[src/rtl/seq_divider_pkg.sv]
// seq_divider_pkg: shared FSM state encoding and default operand width
package seq_divider_pkg;
  localparam int DEF_WIDTH = 8;
  typedef enum logic [1:0] {IDLE, RUN, DONE} state_t;
endpackage

[src/rtl/div_trial_sub.sv]
// div_trial_sub: WIDTH+1-bit trial subtraction of the divisor from the shifted partial remainder
module div_trial_sub
  import seq_divider_pkg::*;
#(
  parameter int WIDTH = DEF_WIDTH
) (
  input  logic [WIDTH:0]   i_rem,
  input  logic [WIDTH-1:0] i_dvs,
  output logic [WIDTH:0]   o_diff,
  output logic             o_borrow
);
  assign {o_borrow, o_diff} = {1'b0, i_rem} - {2'b0, i_dvs};
endmodule

[src/rtl/seq_divider.sv]
// seq_divider: WIDTH-bit unsigned restoring divider, one quotient bit per RUN cycle
module seq_divider
  import seq_divider_pkg::*;
#(
  parameter int WIDTH = DEF_WIDTH
) (
  input  logic             clk,
  input  logic             rst_n,
  input  logic             start,
  input  logic [WIDTH-1:0] dividend,
  input  logic [WIDTH-1:0] divisor,
  output logic             busy,
  output logic             done,
  output logic [WIDTH-1:0] quotient,
  output logic [WIDTH-1:0] remainder,
  output logic             div_by_zero
);
  localparam int CW = $clog2(WIDTH + 1);
  state_t           r_state;
  logic [CW-1:0]    r_cnt;
  logic [WIDTH-1:0] r_rem, r_dvd, r_dvs, r_quot, r_remo;
  logic             r_busy, r_done, r_dbz;
  logic [WIDTH:0]   w_shift, w_diff;
  logic             w_borrow, w_restore;
  logic [WIDTH-1:0] w_next, w_qnext;
  assign w_shift = {r_rem, r_dvd[WIDTH-1]};
  div_trial_sub #(.WIDTH(WIDTH)) u_sub (
    .i_rem   (w_shift),
    .i_dvs   (r_dvs),
    .o_diff  (w_diff),
    .o_borrow(w_borrow)
  );
  // the difference MSB can only be set when the subtraction also borrowed
  assign w_restore = w_borrow | w_diff[WIDTH];
  assign w_next    = w_restore ? w_shift[WIDTH-1:0] : w_diff[WIDTH-1:0];
  assign w_qnext   = {r_dvd[WIDTH-2:0], ~w_restore};
  always_ff @(posedge clk or negedge rst_n) begin
    if (!rst_n) begin
      r_state <= IDLE;
      r_cnt   <= '0;
      r_rem   <= '0;
      r_dvd   <= '0;
      r_dvs   <= '0;
      r_quot  <= '0;
      r_remo  <= '0;
      r_busy  <= 1'b0;
      r_done  <= 1'b0;
      r_dbz   <= 1'b0;
    end else begin
      case (r_state)
        IDLE: if (start) begin
          r_dvd <= dividend;
          r_dvs <= divisor;
          r_rem <= '0;
          r_cnt <= '0;
          if (divisor == '0) begin
            r_state <= DONE;
            r_done  <= 1'b1;
            r_quot  <= '1;
            r_remo  <= dividend;
            r_dbz   <= 1'b1;
          end else begin
            r_state <= RUN;
            r_busy  <= 1'b1;
          end
        end
        RUN: begin
          r_rem <= w_next;
          r_dvd <= w_qnext;
          r_cnt <= r_cnt + 1'b1;
          if (r_cnt == CW'(WIDTH - 1)) begin
            r_state <= DONE;
            r_busy  <= 1'b0;
            r_done  <= 1'b1;
            r_quot  <= w_qnext;
            r_remo  <= w_next;
            r_dbz   <= 1'b0;
          end
        end
        DONE: begin
          r_state <= IDLE;
          r_done  <= 1'b0;
        end
        default: r_state <= IDLE;
      endcase
    end
  end
  assign busy        = r_busy;
  assign done        = r_done;
  assign quotient    = r_quot;
  assign remainder   = r_remo;
  assign div_by_zero = r_dbz;
endmodule

[config.mk]
export PLATFORM = sky130hd
export DESIGN_NAME = seq_divider
export DESIGN_NICKNAME = d
export VERILOG_FILES = /design/src/rtl/seq_divider_pkg.sv /design/src/rtl/div_trial_sub.sv /design/src/rtl/seq_divider.sv
export SDC_FILE = /design/constraint.sdc
export NUM_CORES = 1
export LEC_CHECK = 0
export BUFFER_PORTS_ARGS = -buffer_cell sky130_fd_sc_hd__buf_2
export CORE_AREA = 2 2 75 77
export CTS_CLUSTER_SIZE = 16
export DETAILED_ROUTE_END_ITERATION = 6
export DIE_AREA = 0 0 77 79
export PLACE_DENSITY = 0.7
export SYNTH_ARGS = -nofsm -noshare
export SYNTH_HDL_FRONTEND = slang
export SYNTH_SLANG_ARGS = --single-unit
[constraint.sdc]
create_clock -name clk -period 4.73 [get_ports clk]
set_input_delay 0.7095 -clock clk [delete_from_list [all_inputs] [get_ports clk]]
set_output_delay 0.7095 -clock clk [all_outputs]
set_load 0.005 [all_outputs]
-- After elaboration in Yosys (flattened, before gate mapping)
Cells that the tools add are included.
- register bits after elaboration: 49
- input port bits: 19
- output and inout port bits: 19
- word-level logic and storage cells: 59
- $add $sub $neg: 2
- eq/ne operators: 7
- muxes and demuxes: 28
- bitwise operators: 2
- reduce and logical (&&, ||, !) cells: 10
- operators by type and width (cell ; count):
    two-way mux 8 bit ; 9
    case mux 8 bit (2 select lines) ; 4
    AND reduction 4 bit ; 3
    subtractor 9 x 8 -> 10 bit ; 1
    logical NOT 8 bit ; 1
    inequality test 2 bit, second input constant ; 4
    case mux 4 bit (2 select lines) ; 1
    two-way mux 1 bit ; 6
    two-way mux 2 bit ; 3
    AND reduction 2 bit ; 3
    adder 4 x 1 -> 4 bit, second input constant ; 1
    equality test 4 x 3 -> 1 bit, second input constant ; 1
    two-way mux 4 bit ; 1
    case mux 1 bit (2 select lines) ; 2
    case mux 2 bit (2 select lines) ; 1
    case mux 1 bit (3 select lines) ; 1
    nonzero test 3 bit ; 1
    equality test 2 x 1 -> 1 bit, second input constant ; 1
    equality test 2 bit, second input constant ; 1
    logical NOT 2 bit ; 1
    nonzero test 2 bit ; 1
    inverter 1 bit ; 1
    bitwise OR 1 bit ; 1

-- Logic depth before layout (Yosys ltp)
- depth in word-level cells: 5
- mapped depth: 12
- depth with buffers taken out: 11

-- Modules after synthesis
A second synthesis with hierarchy kept.
- cells, all modules: 256
- area, all modules: 2601.2 um2
- modules (own cells, without submodules) (module ; instances ; cells an instance ; area each (um2)):
    seq_divider ; 1 ; 199 ; 2213.4
    div_trial_sub ; 1 ; 57 ; 387.9

-- Worst setup path after synthesis
No wires, ideal clock.
- path type: reg2reg
- start point: register r_dvd[7]
- end point: register r_remo[3], in the netlist remainder[3]
- library setup time: 0.136 ns
- arrival: 2.406 ns
- setup slack: 2.189 ns
- stages on the path, launching flop included: 13
- buffers on the path: 1
- path through: dfrtp_1 inv_1 ha_1 inv_1 fa_1 a211oi_2 nor3_1 a2111oi_2 buf_6 xor2_4 nor2_2 mux2i_1 o21ai_0
- longest elaborated chain between the ends: 5
- RTL lines (element ; RTL line ; text):
    start: declaration ; seq_divider.sv:21 ; logic [WIDTH-1:0] r_rem, r_dvd, r_dvs, r_quot, r_remo;
    start signal: assignment ; seq_divider.sv:52 ; r_dvd <= dividend;
    start signal: assignment ; seq_divider.sv:69 ; r_dvd <= w_qnext;
    subtractor 9 x 8 -> 10 bit (*) ; div_trial_sub.sv:12 ; assign {o_borrow, o_diff} = {1'b0, i_rem} - {2'b0, i_dvs};
    bitwise OR 1 bit ; seq_divider.sv:34 ; assign w_restore = w_borrow | w_diff[WIDTH];
    two-way mux 8 bit (*) ; seq_divider.sv:35 ; assign w_next = w_restore ? w_shift[WIDTH-1:0] : w_diff[WIDTH-1:0];
    two-way mux 8 bit (*) ; seq_divider.sv:71 ; if (r_cnt == CW'(WIDTH - 1)) begin
    case mux 8 bit (2 select lines) (*) ; seq_divider.sv:50 ; case (r_state)
    end signal: assignment ; seq_divider.sv:60 ; r_remo <= dividend;
    end signal: assignment ; seq_divider.sv:76 ; r_remo <= w_next;
    end: declaration ; seq_divider.sv:21 ;
Every way passes the cells marked *; elsewhere a longest branch is shown, timed or not. The select of a mux whose other input is x is not followed.
A chain may end at the register's enable or synchronous reset.

-- Worst setup path after layout
- start point: register r_dvd[7]
- end point: register r_rem[3]
- longest elaborated chain between the ends: 4
- RTL lines (element ; RTL line ; text):
    subtractor 9 x 8 -> 10 bit (*) ; div_trial_sub.sv:12 ;
    bitwise OR 1 bit ; seq_divider.sv:34 ;
    two-way mux 8 bit (*) ; seq_divider.sv:35 ;
    case mux 8 bit (2 select lines) (*) ; seq_divider.sv:50 ;
    end signal: assignment ; seq_divider.sv:68 ; r_rem <= w_next;
    end: declaration ; seq_divider.sv:21 ;
Every way passes the cells marked *; elsewhere a longest branch is shown, timed or not.

==> flow_summary.yaml <==
run_status:
  outcome: "finished clean"
critical_path:
  critPathKind: "reg -> reg"
  startpoint_type: "flip-flop"
  path_delay_family: "compound AO/OA/AOI/OAI gates"
  crit_chain: "inv_1, ha_1, inv_1, fa_1, a211oi_2, nor3_1, a2111oi_2, buf_4, xor2_4, nor2_2, mux2i_1, o21ai_0"
  reg2reg_to: "r_rem[3]"
  r2r_cells: 12
  cp_common_cell: "inv_1"
  crit_arrival_ns: 3.05
  crit_buf_inv: 3
  r2r_setup_slack_ns: 1.85
  critPathMaxFanout: 11
  max_stage_delay_ns: 0.43
  worstPathRequired_ns: 4.90
  crit_slowest_cell: "fa_1"
  crit_cells: 12
  reg2reg_from: "r_dvd[7]"
  endpoint_kind: "flip-flop"
die:
  initial_utilization: 0.4796
  die_w_um: 77
  die_area_sq_um: 6083
  num_io_pins: 38
  rows: 27
  core_area_sq_um: 5338
  die_y_um: 79
logic_synthesis:
  yosysWarnings: 0
  async_flop_share: 1.000
  synth_cell_types: 49
  synth_nets: 295
  synth_ff_type: "dfrtp_1"
  ys_ff_latch: 49
  synthCells: 266
  synthMostInstantiatedCell: "dfrtp_1"
  synth.area.top_cells: "dfrtp_1 48%, o21ai_0 6.5%, nand2_1 5.9%"
  synthesis.area_sq_um: 2560
  synth-edff-count: 0
  netlist_top_cells_count: "49 x dfrtp_1, 40 x nand2_1, 33 x o21ai_0, 12 x nor2_1, 11 x clkbuf_1"
  syn_avg_cell_area_sq_um: 9.624
  synth.top_cell.area_share: 0.4790
  ys_seq_area_frac: 0.4790
  synth.largest_area_cell: "dfrtp_1"
timing:
  fmax_mhz: 347.3
  setup_violations: 0
  finalCritPeriodShare: 0.6088
  post-route-min-period_ns: 2.879
  worst_pin_slew_ns: 1.079
  tns_ns: 0
  hold_violations: 0
  slew_headroom: 0.2807
  skew_ns: 0.01253
  rsz0062_at_grt: "false"
  slew_viol_final: 0
clock_network:
  clk_latency_ns: 0.32
  cts_root_buf: "clkbuf_8"
  clkTransAtPathRegs_ns: 0.10
  clock_sinks: 49
  cts_setup_buffers: 0
  clk_path_buf_depth: 2
  cts_tree: "done"
  cts_resized: 0
  cts_buffers: 5
  cts_max_level: 2
  cts.hold.buffers_added: 0
place:
  hpwl_um: 4033
  gp_congestion: 0.8452
  numPortBuffers: 37
power_and_ir_drop:
  p_total_mw: 2.246
  ir_drop_uv: 281.3
  leakage_nw: 1.274
  p_per_area_nw_per_um2: 775.7
hold_path:
  hp-start: "busy"
  whs_path_depth: 2
  holdPathEnd: "busy"
  hold_class: "reg -> reg"
cells_and_area:
  final_layout_size_suffix_gt1_frac: 0.1873
  areaGrowthSynthToFinish_pct: 13.10
  post-route-util: 0.5424
  antenna_cells: 0
  finish.net_count: 327
grt:
  grt_pass1_wl_um: 9439
  grt_max_degree: 50
  grt_use_total: 0.1976
  antenna_found_initial: 0
  overflow: 0
  grt_pass1_vias: 1929
drt:
  wirelength_um: 5643
  viasPerCell: 5.512
  wl_met2_um: 2590
  detail-route-antenna-nets: 0
  drcViolationCount: 0
  met1_length_um: 2718
  wl_per_cell_um: 15.21
  wl_met3_um: 268
  via_count: 2045
  highest_layer: "met4"
  drt_iter0_drc: 147
  dr.pass1.iters: 4
job:
  cap_violations: 0
logic make-up after synthesis:
group / after synthesis / synth area share
xor+xnor: 7 / 0.03129
fa+ha+maj: 10 / 0.05181
flops: 49 / 0.4790
buf+inv: 24 / 0.03861
mux: 6 / 0.02395
simple gates: 87 / 0.1632
compound gates: 83 / 0.2121
power breakdown:
part	leakage, nW	internal (mW)	switching [mW]
registers	0.592	0.615	0.151
clock network	0.0423	0.108	0.153
logic	0.640	0.545	0.675
total	1.27	1.27	0.979
registers in the layout, summed over array words and instances, names as in the netlist:
| name | flops |
|---|---|
| r_state | 2 |
| remainder | 8 |
| quotient | 8 |
| r_dvs | 8 |
| r_rem | 8 |
| div_by_zero | 1 |
| r_cnt | 4 |
| r_dvd | 8 |
| done | 1 |
| busy | 1 |
layer usage:
| metal | GRT usage | vias to the layer above |
|---|---|---|
| li1 | - | 1009 |
| met1 | 0.2648 | 976 |
| met2 | 0.3307 | 53 |
| met3 | 0.03864 | 7 |
| met4 | 0.05357 | 0 |
| met5 | 0 | - |
metrics by stage:
step / cell area, sq um / setup WS [ns] / hold slack (ns) / std cells
5_1_grt: 2895 / 1.628 / 0.5053 / 371
6_report: 2895 / 1.851 / 0.4837 / 371
4_1_cts: 2895 / 1.828 / 0.4865 / 371
2_1_floorplan: 2560 / 2.189 / 0.4139 / 266
3_5_place_dp: 2800 / 1.894 / 0.4626 / 363
3_3_place_gp: 2800 / 2.042 / 0.4547 / 363
layout by cell type (no fill, tap or decap), drive strengths merged, types with 3 or more instances in the layout:
| cell | n |
|---|---|
| dfrtp | 49 |
| nand2 | 40 |
| buf | 40 |
| o21ai | 34 |
| nor2 | 14 |
| nor2b | 10 |
| inv | 10 |
| ha | 9 |
| o22a | 8 |
| a31oi | 8 |
| a21oi | 8 |
| a22oi | 7 |
| nand3 | 5 |
| mux2i | 5 |
| clkbuf | 5 |
| xor2 | 4 |
| nor4 | 3 |
| xnor2 | 3 |
| o21a | 3 |
final cells by class:
type,instances,area (sq um)
clock buffer,5,68.82
clock inverter,3,26.28
fill,497,2442
inverter,9,33.78
multi-input combinational,193,1242
sequential,49,1226
tap,72,90.09
timing repair buffer,40,207.7
worst max-delay path by stage:
| stage | start | endpoint | slack, ns |
|---|---|---|---|
| after global routing | r_dvd[7] | r_rem[4] | 1.63 |
| after global placement | r_dvd[7] | r_rem[5] | 2.04 |
| after detailed placement | r_dvd[7] | r_rem[6] | 1.89 |
| final | r_dvd[7] | r_rem[3] | 1.85 |
| after floorplan | r_dvd[7] | remainder[3] | 2.19 |
| after CTS | r_dvd[7] | r_rem[3] | 1.83 |
worst register-to-register path: cells and delay by family, from the launching register on:
family / cells / cell delay, ns
AO/OA/AOI/OAI: 3 / 0.61
XOR/XNOR: 1 / 0.10
adder cells (fa/ha/maj): 2 / 0.59
buffers and inverters: 3 / 0.37
flip-flops: 1 / 0.40
multiplexers: 1 / 0.25
AND/OR/NAND/NOR: 2 / 0.42
No activity file was read; power rests on OpenSTA's default activity.
